File: config.mk
export PLATFORM = sky130hd
export DESIGN_NAME = rhs_axil_cfg_regs
export DESIGN_NICKNAME = d
export VERILOG_FILES = /design/src/rtl/rhs_axil_cfg_regs.sv
export SDC_FILE = /design/constraint.sdc
export NUM_CORES = 1
export LEC_CHECK = 0
export BUFFER_PORTS_ARGS = -buffer_cell sky130_fd_sc_hd__buf_2
export CAP_MARGIN = 5
export CORE_ASPECT_RATIO = 1.1
export CORE_UTILIZATION = 45
export CTS_CLUSTER_SIZE = 12
export DETAILED_ROUTE_END_ITERATION = 10
export PLACE_DENSITY_LB_ADDON = 0.2
export SETUP_SLACK_MARGIN = 0.15
export SLEW_MARGIN = 20
export SYNTH_ARGS = -nofsm -noshare
export SYNTH_HDL_FRONTEND = slang
export SYNTH_SLANG_ARGS = --single-unit
export TNS_END_PERCENT = 50
File: constraint.sdc
create_clock -name rhs_aclk -period 2 [get_ports rhs_aclk]
set_input_delay 0.2 -clock rhs_aclk [delete_from_list [all_inputs] [get_ports rhs_aclk]]
set_output_delay 0.2 -clock rhs_aclk [all_outputs]
set_load 0.05 [all_outputs]
File: src/rtl/rhs_axil_cfg_regs.sv
// rhs_axil_cfg_regs
//   AXI4-Lite slave register file for the RHS configuration bus. Holds the
//   stimulation/acquisition parameters as static outputs, turns 0->1 edges on
//   CTRL[1..3] into one-cycle command strobes, and locks the parameter
//   registers while stimulation is enabled (CTRL[3]).
//
// Ports
//   rhs_aclk, rhs_areset   clock, synchronous active-high reset
//   s_axi_aw* / s_axi_w*   write address / write data channels
//   s_axi_b*               write response channel
//   s_axi_ar* / s_axi_r*   read address / read data channels
//   stim_busy              controller status, read live at CTRL[31]
//   cfg_*                  register contents, driven straight from storage
//   cmd_*                  one-cycle command strobes
//
// Map: 0x00 CTRL, 0x04 STIM_MAG, 0x08 PKT_LEN, 0x0C ZCHECK, 0x10 STIM_CH,
//      0x14 PULSE_W, 0x18 IPD, 0x1C NUM_PULSE. 0x20 and above is unmapped.
module rhs_axil_cfg_regs #(
   parameter int unsigned ADDR_WIDTH  = 6,
   parameter logic [7:0]  PKT_LEN_RST = 8'd1
) (
   input  logic                  rhs_aclk,
   input  logic                  rhs_areset,
   input  logic [ADDR_WIDTH-1:0] s_axi_awaddr,
   input  logic                  s_axi_awvalid,
   output logic                  s_axi_awready,
   input  logic [31:0]           s_axi_wdata,
   input  logic [3:0]            s_axi_wstrb,
   input  logic                  s_axi_wvalid,
   output logic                  s_axi_wready,
   output logic [1:0]            s_axi_bresp,
   output logic                  s_axi_bvalid,
   input  logic                  s_axi_bready,
   input  logic [ADDR_WIDTH-1:0] s_axi_araddr,
   input  logic                  s_axi_arvalid,
   output logic                  s_axi_arready,
   output logic [31:0]           s_axi_rdata,
   output logic [1:0]            s_axi_rresp,
   output logic                  s_axi_rvalid,
   input  logic                  s_axi_rready,
   input  logic                  stim_busy,
   output logic                  cfg_run,
   output logic                  cfg_stim_en,
   output logic                  cfg_loopback,
   output logic                  cmd_init,
   output logic                  cmd_mag_set,
   output logic                  cmd_stim,
   output logic [31:0]           cfg_stim_mag,
   output logic [7:0]            cfg_pkt_len,
   output logic [7:0]            cfg_zc_cycle,
   output logic [1:0]            cfg_zc_scale,
   output logic [4:0]            cfg_ch_pos,
   output logic [4:0]            cfg_ch_neg,
   output logic                  cfg_monopolar,
   output logic [15:0]           cfg_pulse_width,
   output logic [15:0]           cfg_ipd,
   output logic [7:0]            cfg_num_pulse
);

   localparam logic [1:0] RESP_OKAY   = 2'b00;
   localparam logic [1:0] RESP_SLVERR = 2'b10;

   // Channel state
   logic                  rdy_en_q;
   logic                  aw_held_q;
   logic                  w_held_q;
   logic [ADDR_WIDTH-1:0] aw_addr_q;
   logic [31:0]           w_data_q;
   logic [3:0]            w_strb_q;
   logic                  bvalid_q;
   logic [1:0]            bresp_q;
   logic                  rvalid_q;
   logic [31:0]           rdata_q;
   logic [1:0]            rresp_q;

   // Register storage (CTRL bit 4 is never set)
   logic [5:0]  ctrl_q;
   logic [31:0] stim_mag_q;
   logic [7:0]  pkt_len_q;
   logic [7:0]  zc_cycle_q;
   logic [1:0]  zc_scale_q;
   logic [4:0]  ch_pos_q;
   logic [4:0]  ch_neg_q;
   logic        mono_q;
   logic [15:0] pw_q;
   logic [15:0] ipd_q;
   logic [7:0]  npulse_q;

   logic cmd_init_q, cmd_mag_q, cmd_stim_q;
   logic cmd_init_d, cmd_mag_d, cmd_stim_d;

   logic        aw_hs, w_hs, b_hs, ar_hs, r_hs;
   logic        wr_go, wr_mapped, wr_ok, ctrl_wr;
   logic [2:0]  wr_idx, rd_idx;
   logic        rd_mapped;
   logic [31:0] wr_mask, wr_img;
   logic [31:0] reg_img [8];

   // Address bits [1:0] carry no information for word registers.
   logic unused_addr_lsb;
   assign unused_addr_lsb = ^{s_axi_awaddr[1:0], s_axi_araddr[1:0], aw_addr_q[1:0]};

   assign s_axi_awready = rdy_en_q & ~aw_held_q & ~bvalid_q;
   assign s_axi_wready  = rdy_en_q & ~w_held_q & ~bvalid_q;
   assign s_axi_arready = rdy_en_q & ~rvalid_q;

   assign aw_hs = s_axi_awvalid & s_axi_awready;
   assign w_hs  = s_axi_wvalid & s_axi_wready;
   assign b_hs  = bvalid_q & s_axi_bready;
   assign ar_hs = s_axi_arvalid & s_axi_arready;
   assign r_hs  = rvalid_q & s_axi_rready;

   always_comb begin
      reg_img[0] = {stim_busy, 25'd0, ctrl_q};
      reg_img[1] = stim_mag_q;
      reg_img[2] = {24'd0, pkt_len_q};
      reg_img[3] = {22'd0, zc_scale_q, zc_cycle_q};
      reg_img[4] = {21'd0, mono_q, ch_neg_q, ch_pos_q};
      reg_img[5] = {16'd0, pw_q};
      reg_img[6] = {16'd0, ipd_q};
      reg_img[7] = {24'd0, npulse_q};
   end

   // Commit happens in the cycle where both halves of the write are held.
   always_comb begin
      wr_go     = aw_held_q & w_held_q;
      wr_idx    = aw_addr_q[4:2];
      wr_mapped = (aw_addr_q[ADDR_WIDTH-1:5] == '0);
      wr_ok     = wr_go & wr_mapped & ~(ctrl_q[3] & (wr_idx != 3'd0));
      wr_mask   = {{8{w_strb_q[3]}}, {8{w_strb_q[2]}}, {8{w_strb_q[1]}}, {8{w_strb_q[0]}}};
      wr_img    = (reg_img[wr_idx] & ~wr_mask) | (w_data_q & wr_mask);
      ctrl_wr   = wr_ok & (wr_idx == 3'd0);
      // Strobes fire only on a 0->1 edge of the stored bit.
      cmd_init_d = ctrl_wr & wr_img[1] & ~ctrl_q[1];
      cmd_mag_d  = ctrl_wr & wr_img[2] & ~ctrl_q[2];
      cmd_stim_d = ctrl_wr & wr_img[3] & ~ctrl_q[3];
      rd_idx    = s_axi_araddr[4:2];
      rd_mapped = (s_axi_araddr[ADDR_WIDTH-1:5] == '0);
   end

   always_ff @(posedge rhs_aclk) begin
      if (rhs_areset) begin
         rdy_en_q   <= 1'b0;
         aw_held_q  <= 1'b0;
         w_held_q   <= 1'b0;
         aw_addr_q  <= '0;
         w_data_q   <= '0;
         w_strb_q   <= '0;
         bvalid_q   <= 1'b0;
         bresp_q    <= RESP_OKAY;
         rvalid_q   <= 1'b0;
         rdata_q    <= '0;
         rresp_q    <= RESP_OKAY;
         cmd_init_q <= 1'b0;
         cmd_mag_q  <= 1'b0;
         cmd_stim_q <= 1'b0;
         ctrl_q     <= '0;
         stim_mag_q <= '0;
         pkt_len_q  <= PKT_LEN_RST;
         zc_cycle_q <= '0;
         zc_scale_q <= '0;
         ch_pos_q   <= '0;
         ch_neg_q   <= '0;
         mono_q     <= 1'b0;
         pw_q       <= '0;
         ipd_q      <= '0;
         npulse_q   <= '0;
      end else begin
         rdy_en_q   <= 1'b1;
         cmd_init_q <= cmd_init_d;
         cmd_mag_q  <= cmd_mag_d;
         cmd_stim_q <= cmd_stim_d;

         if (aw_hs) begin
            aw_held_q <= 1'b1;
            aw_addr_q <= s_axi_awaddr;
         end
         if (w_hs) begin
            w_held_q <= 1'b1;
            w_data_q <= s_axi_wdata;
            w_strb_q <= s_axi_wstrb;
         end

         if (wr_go) begin
            aw_held_q <= 1'b0;
            w_held_q  <= 1'b0;
            bvalid_q  <= 1'b1;
            bresp_q   <= wr_ok ? RESP_OKAY : RESP_SLVERR;
         end else if (b_hs) begin
            bvalid_q <= 1'b0;
            bresp_q  <= RESP_OKAY;
         end

         if (wr_ok) begin
            unique case (wr_idx)
               3'd0: ctrl_q     <= {wr_img[5], 1'b0, wr_img[3:0]};
               3'd1: stim_mag_q <= wr_img;
               3'd2: pkt_len_q  <= wr_img[7:0];
               3'd3: begin
                  zc_cycle_q <= wr_img[7:0];
                  zc_scale_q <= wr_img[9:8];
               end
               3'd4: begin
                  ch_pos_q <= wr_img[4:0];
                  ch_neg_q <= wr_img[9:5];
                  mono_q   <= wr_img[10];
               end
               3'd5: pw_q     <= wr_img[15:0];
               3'd6: ipd_q    <= wr_img[15:0];
               3'd7: npulse_q <= wr_img[7:0];
               default: ;
            endcase
         end

         // Read samples storage before any same-cycle commit lands.
         if (ar_hs) begin
            rvalid_q <= 1'b1;
            rdata_q  <= rd_mapped ? reg_img[rd_idx] : 32'd0;
            rresp_q  <= rd_mapped ? RESP_OKAY : RESP_SLVERR;
         end else if (r_hs) begin
            rvalid_q <= 1'b0;
            rdata_q  <= '0;
            rresp_q  <= RESP_OKAY;
         end
      end
   end

   assign s_axi_bvalid = bvalid_q;
   assign s_axi_bresp  = bresp_q;
   assign s_axi_rvalid = rvalid_q;
   assign s_axi_rdata  = rdata_q;
   assign s_axi_rresp  = rresp_q;

   assign cfg_run         = ctrl_q[0];
   assign cfg_stim_en     = ctrl_q[3];
   assign cfg_loopback    = ctrl_q[5];
   assign cmd_init        = cmd_init_q;
   assign cmd_mag_set     = cmd_mag_q;
   assign cmd_stim        = cmd_stim_q;
   assign cfg_stim_mag    = stim_mag_q;
   assign cfg_pkt_len     = pkt_len_q;
   assign cfg_zc_cycle    = zc_cycle_q;
   assign cfg_zc_scale    = zc_scale_q;
   assign cfg_ch_pos      = ch_pos_q;
   assign cfg_ch_neg      = ch_neg_q;
   assign cfg_monopolar   = mono_q;
   assign cfg_pulse_width = pw_q;
   assign cfg_ipd         = ipd_q;
   assign cfg_num_pulse   = npulse_q;

endmodule

==> impl_summary.md, run 1 <==
Cells and area
The final cell area excluding filler cells is 10800 um^2. The repair_antennas step left the layout with diodes totalling 0. The net count of the finished layout is 1194.

The layout overhead on the synthesized area is 29.5%. The number of filler instances in the final layout is 1583. The finished layout holds 1389 standard cells, fillers aside. The fraction of layout cells with a size suffix above 1 is 32.2%.

Route
For this block, the initial DRC count from the detailed router was 618. The post-detailed-route count of antenna-violating nets is 0. The routed layout has 8047 vias. The total wire length after detailed routing is 26.8 mm. In the routed layout, each cell is associated on average with a via count of 5.79.

After detailed routing, the average wire length per cell comes to 19.3 um. For this run, design rule violations remaining after detail routing come to 0. The count of TritonRoute iterations in the first routing pass is 5.

Synth
The library cell with the largest summed area after synthesis is sky130_fd_sc_hd__dfxtp_1. The most common flop cell mapped by yosys is sky130_fd_sc_hd__dfxtp_1. After synthesis, the netlist uses 65 different library cells. After synthesis, the cell types taking the most area are sky130_fd_sc_hd__dfxtp_1 (45%), sky130_fd_sc_hd__nand2_1 (5.6%), sky130_fd_sc_hd__a21oi_1 (4.7%). Counting flops with an async set or reset pin after synthesis yields a share of 0%.

The gate count of the mapped netlist is 908. The commonest cells after synthesis are sky130_fd_sc_hd__dfxtp_1 (188), sky130_fd_sc_hd__nand2_1 (125), sky130_fd_sc_hd__a21oi_1 (78). In this run the mean area of a mapped cell was 9.18 um^2. The share of Yosys cell area claimed by the top area cell type is 45.1%.

In this run, synthesis produced a sequential element count of 188. The proportion of synthesized chip area in sequential cells is 45.1%. The total number of yosys warnings is 0. Counting flops with a built-in enable in the synthesized netlist gives 0. The synthesized netlist occupies a cell area of 8340 um^2. Yosys instantiated no cell more often than sky130_fd_sc_hd__dfxtp_1.

Timing
The max-slew violation total from the final report is 0. Setup repair after global routing could not meet its margin everywhere. The tightest slew margin relative to the limit is 52.3%. The tightest hold path in the finished design has a slack of 0.0104 ns. On the final layout, the worst clock skew is 0.00944 ns. For this run, the top clock speed supported by timing is 540 MHz. The setup slack of the critical path after layout is 0.150 ns. The transition at the pin with the smallest max-transition slack is 0.714 ns. The final-layout setup total negative slack is 0 ns. The final hold violation count is 0. The share of the clock period used by the worst path after layout is 92.5%. Setup violations remaining at the end of the flow were counted as 0. The final critical path time including I/O delays and setup is 1.85 ns.

Die
The core area is 17900 um^2. From left edge to right edge, the die measures 132 um. The top-level I/O count is 204.

The initial core utilization is 46.5%. The vertical extent of the die is 145 um. Row generation in the floorplan step produced 51 rows. The die covers 19100 um^2.

Place
At the placement stage, the worst setup path has a slack of -0.0120 ns. The standard cell area after detailed placement is 9840 um^2. The number of placed instances with taps included is 1332.

The final estimated routing congestion in global placement is 0.855. In this run the tool buffered the top-level ports with 197 buffer cells. Detailed placement ended at an HPWL of 18.7 mm.

Power and ir drop
The power dissipated by switching net loads is 2.05 mW. Per report_power, the clock group accounts for 44.0% of the total. The part of the power in combinational logic is 8.8%. The share of total power dissipated in sequential elements is 47.2%.

The leakage power summed over all cells is 4.37 nW. In this run switching power makes up 25.2% of total power. Across the VDD grid, the largest voltage drop is 0.629 mV.

Dividing total power by cell area gives a power density of 756 nW/um^2. Internal power comes to 6.11 mW.

Global routing
The largest net degree at the start of global routing is 99. The initial antenna violation count is 0. The combined global-route utilization of all metal layers is 27.8%. The total congestion overflow after global routing is 0. The global-route wire length before repair is 40.9 mm. The via count of the first global-routing pass is 7286.

Setup path
Data on the critical path is required at its endpoint by 2.32 ns. Of all nets on the critical path, the largest fanout is 7. The critical path start-end classification is reg2reg. The most critical setup path has its startpoint at aw_addr_q[2]. The startpoint of the most critical register-to-register path is aw_addr_q[2]. STA puts the critical path data arrival time at 2.17 ns.

STA classifies the critical path startpoint as a flop. The category of the worst setup path capture point is a flop.

Status
The run finished with clean final reports.

Clock network
For this design, the sink count on the clock tree is 188. The root buffer selected by CTS is sky130_fd_sc_hd__clkbuf_16. The number of clock buffers added by TritonCTS is 17. After clock tree synthesis, the clock-pin slew on the worst setup and hold paths is 0.07 ns. TritonCTS built the clock tree. The H-tree generated during clock tree synthesis spans 4 levels. The clock tree buffer depth is 2.

The insertion delay of the later-clocked pin in the worst-skew pair is 0.44 ns.

Min path
The kind of path behind the tightest hold check is in2reg. The worst hold path begins at s_axi_wdata[28].

Flow run
The tool flagged a number of max-cap violations equal to 0.
-- state kept, by name, indices dropped and copies added (netlist names), 2 cells and up --
signal           cells
aw_addr_q            4
cfg_zc_cycle         8
ctrl_q               5
cfg_stim_mag        32
cfg_num_pulse        8
cfg_pkt_len          8
cfg_ipd             16
cfg_pulse_width     16
s_axi_rdata         32
cfg_zc_scale         2
cfg_ch_neg           5
cfg_ch_pos           5
w_strb_q             4
w_data_q            32
-- kinds of logic (layout without fill, tap and decap cells) --
logic type             Yosys count  in the layout  share of synthesized area (%)
AND/OR/NAND/NOR                308            308                           17.6
AO/OA/AOI/OAI                  250            250                           21.2
flip-flops                     188            188                           45.1
buffers and inverters           92            334                           5.31
multiplexers                    69             69                           10.7
other                            1              2                         0.0450
-- layout by cell type (no fill, tap or decap), types with 7 or more instances in the layout --
master / Yosys / routed
sky130_fd_sc_hd__a211oi_1: 15 / 15
sky130_fd_sc_hd__a21oi_1: 78 / 78
sky130_fd_sc_hd__a22o_1: 18 / 18
sky130_fd_sc_hd__a22oi_1: 14 / 14
sky130_fd_sc_hd__a311oi_1: 28 / 27
sky130_fd_sc_hd__and2_1: 7 / 7
sky130_fd_sc_hd__buf_2: 33 / 196
sky130_fd_sc_hd__buf_4: 8 / 62
sky130_fd_sc_hd__clkbuf_16: 0 / 17
sky130_fd_sc_hd__dfxtp_1: 188 / 183
sky130_fd_sc_hd__dlygate4sd3_1: 0 / 21
sky130_fd_sc_hd__inv_1: 14 / 13
sky130_fd_sc_hd__mux2_2: 23 / 23
sky130_fd_sc_hd__mux2i_1: 32 / 32
sky130_fd_sc_hd__mux4_2: 14 / 14
sky130_fd_sc_hd__nand2_1: 125 / 124
sky130_fd_sc_hd__nand2b_1: 13 / 12
sky130_fd_sc_hd__nand3_1: 57 / 56
sky130_fd_sc_hd__nor2_1: 62 / 62
sky130_fd_sc_hd__nor2b_1: 10 / 7
sky130_fd_sc_hd__o21ai_0: 30 / 24
sky130_fd_sc_hd__o2bb2ai_1: 14 / 14
-- final timing paths --
check / to / slack (ns) / depth (start not counted)
max: cfg_ch_neg[2] / 0.15 / 4
min: w_data_q[28] / 0.01 / 3
max reg2reg: cfg_ch_neg[2] / 0.15 / 4
min reg2reg: w_data_q[11] / 0.45 / 2
-- worst max-delay path, cell delays in order (launching register included) --
cell and delay, ns:
sky130_fd_sc_hd__dfxtp_4 0.43, sky130_fd_sc_hd__mux2_2 0.36, sky130_fd_sc_hd__mux4_2 0.50, sky130_fd_sc_hd__a22oi_2 0.32, sky130_fd_sc_hd__o21ai_1 0.12
-- stage by stage --
stage,utilization [%],power [mW]
detailed placement,54.9,4.60
global route,60.2,8.40
floorplan,-,4.35
global placement,54.9,4.59
finish,60.2,8.16
CTS,59.6,8.17
-- layout make-up --
| cell class | instances | area, um^2 | area share (%) |
|---|---|---|---|
| Timing Repair Buffer | 288 | 1810 | 16.8 |
| Clock inverter | 14 | 181 | 1.68 |
| Multi-Input combinational cell | 629 | 4240 | 39.2 |
| Tap cell | 238 | 298 | 2.76 |
| Sequential cell | 188 | 3770 | 35.0 |
| Clock buffer | 18 | 439 | 4.07 |
| Inverter | 14 | 56.3 | 0.521 |
-- what timing repair did --
| action | CTS | global route |
|---|---|---|
| hold buffers | 21 | 0 |
| buffers inserted | 0 | 4 |
| setup endpoints to repair | 92 | 80 |
| resized for setup | 6 | 24 |
| endpoints found under the hold margin | 21 | 0 |
| pin swaps | 0 | 7 |
-- power groups by stage --
stage	Combinational (mW)	Sequential (mW)	Clock (mW)
after global routing	0.772	3.86	3.77
final	0.720	3.85	3.59
after floorplan	0.417	3.93	0
after CTS	0.697	3.85	3.62
after global placement	0.657	3.93	0
after detailed placement	0.659	3.94	0
-- routing by layer --
layer	vias to the layer above	GRT usage, %	routed length (um)
li1	3791	-	-
met1	3878	36.4	11400
met2	336	45.9	12800
met3	42	5.43	2000
met4	0	9.49	536
met5	-	0	0
Note: power is estimated with default switching activity, not from simulation.
==> inputs of run 2 (changes only) <==
==> constraint.sdc (replaced) <==
create_clock -name rhs_aclk -period 2.25 [get_ports rhs_aclk]
set_input_delay 0.225 -clock rhs_aclk [delete_from_list [all_inputs] [get_ports rhs_aclk]]
set_output_delay 0.225 -clock rhs_aclk [all_outputs]
set_load 0.05 [all_outputs]
==> impl_summary.md, run 2 (synthesis results as in run 1) <==
Status
The run finished with clean final reports.

Route
The average vias per placed instance is 5.63 (-2.8%). The per-cell routed wire length is 18.3 um (-4.8%). The number of design rule violations left after detail routing is 0 (unchanged). The total wire length after detailed routing is 24.9 mm (-7.0%). The vias after detailed routing is 7639 (-5.1%). The post-detailed-route count of antenna-violating nets is 0 (unchanged). The count of TritonRoute iterations in the first routing pass is 5 (unchanged). The number of DRC violations after detailed-routing iteration 0 came to 580 (-6.1%).

Place
The estimated wirelength of the detail-placed design was 17.8 mm (-4.8%). The standard cell area after detailed placement was 9680 um^2 (-1.7%). The number of placed instances with taps included is 1317 (-1.1%). The final estimated routing congestion in global placement is 0.826 (-3.4%).

The count of buffers from port buffering was 197 (unchanged).

Setup path
The reg-to-reg setup timing slack is 0.29 ns (+0.14 ns). The count of cells along the worst register-to-register path is 6 (+2). Traced cell by cell, the critical path runs through buf_12, nor2b_1, a32oi_1, o211ai_2, buf_4, a311oi_1.

The largest fanout on the critical path is 19 (+12). The capture instance of the worst register-to-register path is cfg_ipd[2]. The slowest library cell on the worst path is sky130_fd_sc_hd__nor2b_1. The setup path with the least slack is of type reg2reg. The worst endpoint required time is 2.55 ns (+0.23 ns). The worst endpoint data arrival time came to 2.26 ns (+0.09 ns).

The category of the worst setup path capture point is a flop. STA classifies the critical path startpoint as a flop. The delay of the slowest cell on the worst path is 0.51 ns (about the same). The startpoint of the most critical register-to-register path is aw_addr_q[4].

Die
The initial core utilization is 46.5% (unchanged). The die outline area was 19100 um^2 (unchanged). The vertical extent of the die is 145 um (unchanged). The number of rows created at floorplan is 51 (unchanged). The top-level I/O count is 204 (unchanged). The overall die width is 132 um (unchanged). The core area was 17900 um^2 (unchanged).

Global routing
The global-route wire length before repair came to 38.8 mm (-5.2%). The via count of the first global-routing pass is 7008 (-3.8%). The largest net degree at the start of global routing was 96 (-3.0%). The total congestion overflow after global routing came to 0 (unchanged).

The initial antenna violation count came to 3 (+3). The combined global-route utilization of all metal layers came to 26.1% (-1.7 points).

Clock network
The cell sitting at the root of the clock tree is a sky130_fd_sc_hd__clkbuf_16. The buffers inserted during post-CTS setup optimization is 0 (unchanged). The clock tree buffer depth is 2 (unchanged). The CTS H-tree depth came to 4 (unchanged). The CTS tree is done. The number of clock sinks was 188 (unchanged).

The insertion delay of the later-clocked pin in the worst-skew pair came to 0.44 ns (about the same). The register clock-pin slew on the reported worst setup and hold paths is 0.08 ns (about the same). The TritonCTS buffer count is 17 (unchanged).

Cells and area
The fraction of layout cells with a size suffix above 1 was 30.2% (-2.0 points). The layout overhead on the synthesized area is 24.0%. The final instance count without filler cells is 1357 (-2.3%). The number of nets at the end of the flow is 1159 (-2.9%). In the layout the commonest cells are sky130_fd_sc_hd__buf_2 (196), sky130_fd_sc_hd__dfxtp_1 (187), sky130_fd_sc_hd__nand2_1 (125).

The final cell area excluding filler cells was 10300 um^2 (-4.3%). The leading cell type in the layout, fill and taps excluded is sky130_fd_sc_hd__buf_2. The number of filler instances in the final layout is 1655 (+4.5%).

Timing
Setup repair after global routing left no endpoint under its margin. The largest clock skew in the final design is 0.0103 ns (+0.000860 ns). The number of setup violations in the final report was 0 (unchanged). The final critical path time including I/O delays and setup came to 1.96 ns (+0.110 ns). The final hold violation count came to 0 (unchanged). The tightest slew margin relative to the limit is 57.2% (+5.0 points).

The highest clock frequency the design can meet is 510 MHz (-5.6%). The transition at the pin with the smallest max-transition slack is 0.640 ns (-0.0738 ns). The max-slew violation total from the final report is 0 (unchanged). The share of the clock period used by the worst path after layout is 87.1% (-5.4 points). The final worst hold slack is 0.0220 ns (+0.0116 ns).

The final-layout setup total negative slack came to 0 ns (unchanged).

Power and ir drop
The proportion of power drawn by flip-flops and latches is 49.0% (+1.8 points). The design internal power was 5.07 mW (-17%). The power dissipated by switching net loads is 1.90 mW (-7.3%). The net switching share of the total power came to 27.3% (+2.1 points). The total power per unit cell area was 675 nW/um^2 (-11%). The leakage power summed over all cells was 4.18 nW (-4.4%). The clock network fraction of total power came to 42.9% (-1.1 points).

The maximum vdd drop is 0.535 mV (-15%). The part of the power in combinational logic is 8.0% (-0.8 points).

Min path
The number of cells on the worst hold path is 3 (unchanged). In this run the most critical hold path is launched from s_axi_wdata[30]. In this run the worst hold path is classified as in2reg. The worst hold path terminates at w_data_q[30].

Flow run
The count of max-cap constraint violations is 0 (unchanged).
[run 2: cell types whose count changed in the layout (fill, tap and decap cells not counted), sizes merged]
| cell | delta |
|---|---|
| bufinv | -3 |
| clkinv | +2 |
| inv | +5 |
| diode | +3 |
| clkinvlp | -3 |
| buf | -19 |
| dlygate4sd3 | -16 |
| clkbuf | -1 |
[run 2: metrics by stage]
| stage | total power, mW | worst slack (ns) | util, % |
|---|---|---|---|
| floorplan | 3.86 | 0.155 | - |
| global placement | 4.04 | 0.264 | 54.0 |
| detailed placement | 4.05 | 0.247 | 54.0 |
| CTS | 7.03 | 0.234 | 57.5 |
| global route | 7.22 | 0.178 | 57.6 |
| finish | 6.98 | 0.289 | 57.6 |
[run 2: power groups by stage]
stage / clock network [mW] / logic [mW] / registers [mW]
after floorplan: 0 / 0.368 / 3.49
final: 3.00 / 0.560 / 3.42
after global routing: 3.19 / 0.603 / 3.43
after global placement: 0 / 0.546 / 3.50
after CTS: 3.06 / 0.556 / 3.42
after detailed placement: 0 / 0.547 / 3.50
[run 2: worst max-delay path by stage]
stage	startpoint	endpoint	slack, ns	cells past startpoint
after floorplan	s_axi_rvalid	s_axi_rdata[28]	0.16	6
after global placement	aw_addr_q[2]	cfg_pulse_width[2]	0.26	6
after detailed placement	aw_addr_q[3]	cfg_ch_neg[3]	0.25	4
after CTS	aw_addr_q[2]	cfg_ipd[2]	0.23	6
after global routing	aw_addr_q[2]	cfg_ipd[2]	0.18	6
final	aw_addr_q[4]	cfg_ipd[2]	0.29	6
[run 2: what timing repair did]
item / CTS / global route
endpoints found under the hold margin: 5 / 0
resized for setup: 0 / 2
hold buffers: 5 / 0
setup endpoints to repair: 0 / 22
[run 2: worst max-delay path: cells and delay by family, from the launching register on]
kind / cells / cell delay (ns)
compound gates: 3 / 0.48
flops: 1 / 0.43
simple gates: 1 / 0.51
buf+inv: 2 / 0.40
[run 2: area by class of cell]
type | count | area [um^2] | share of cell area [%]
inverters | 14 | 52.6 | 0.509
multi-input cells | 629 | 4160 | 40.2
flip-flops and latches | 188 | 3770 | 36.5
clock buffers | 17 | 425 | 4.12
diodes | 3 | 7.51 | 0.0726
repair buffers | 253 | 1460 | 14.1
clock inverters | 15 | 165 | 1.60
well taps | 238 | 298 | 2.88
[run 2: per-layer routing]
layer,share of wire (%),up-vias,GRT usage [%]
met5,0,-,0
met4,1.6,0,8.57
met3,7.7,33,7.38
met2,47,293,42.1
met1,44,3597,33.8
li1,-,3716,-
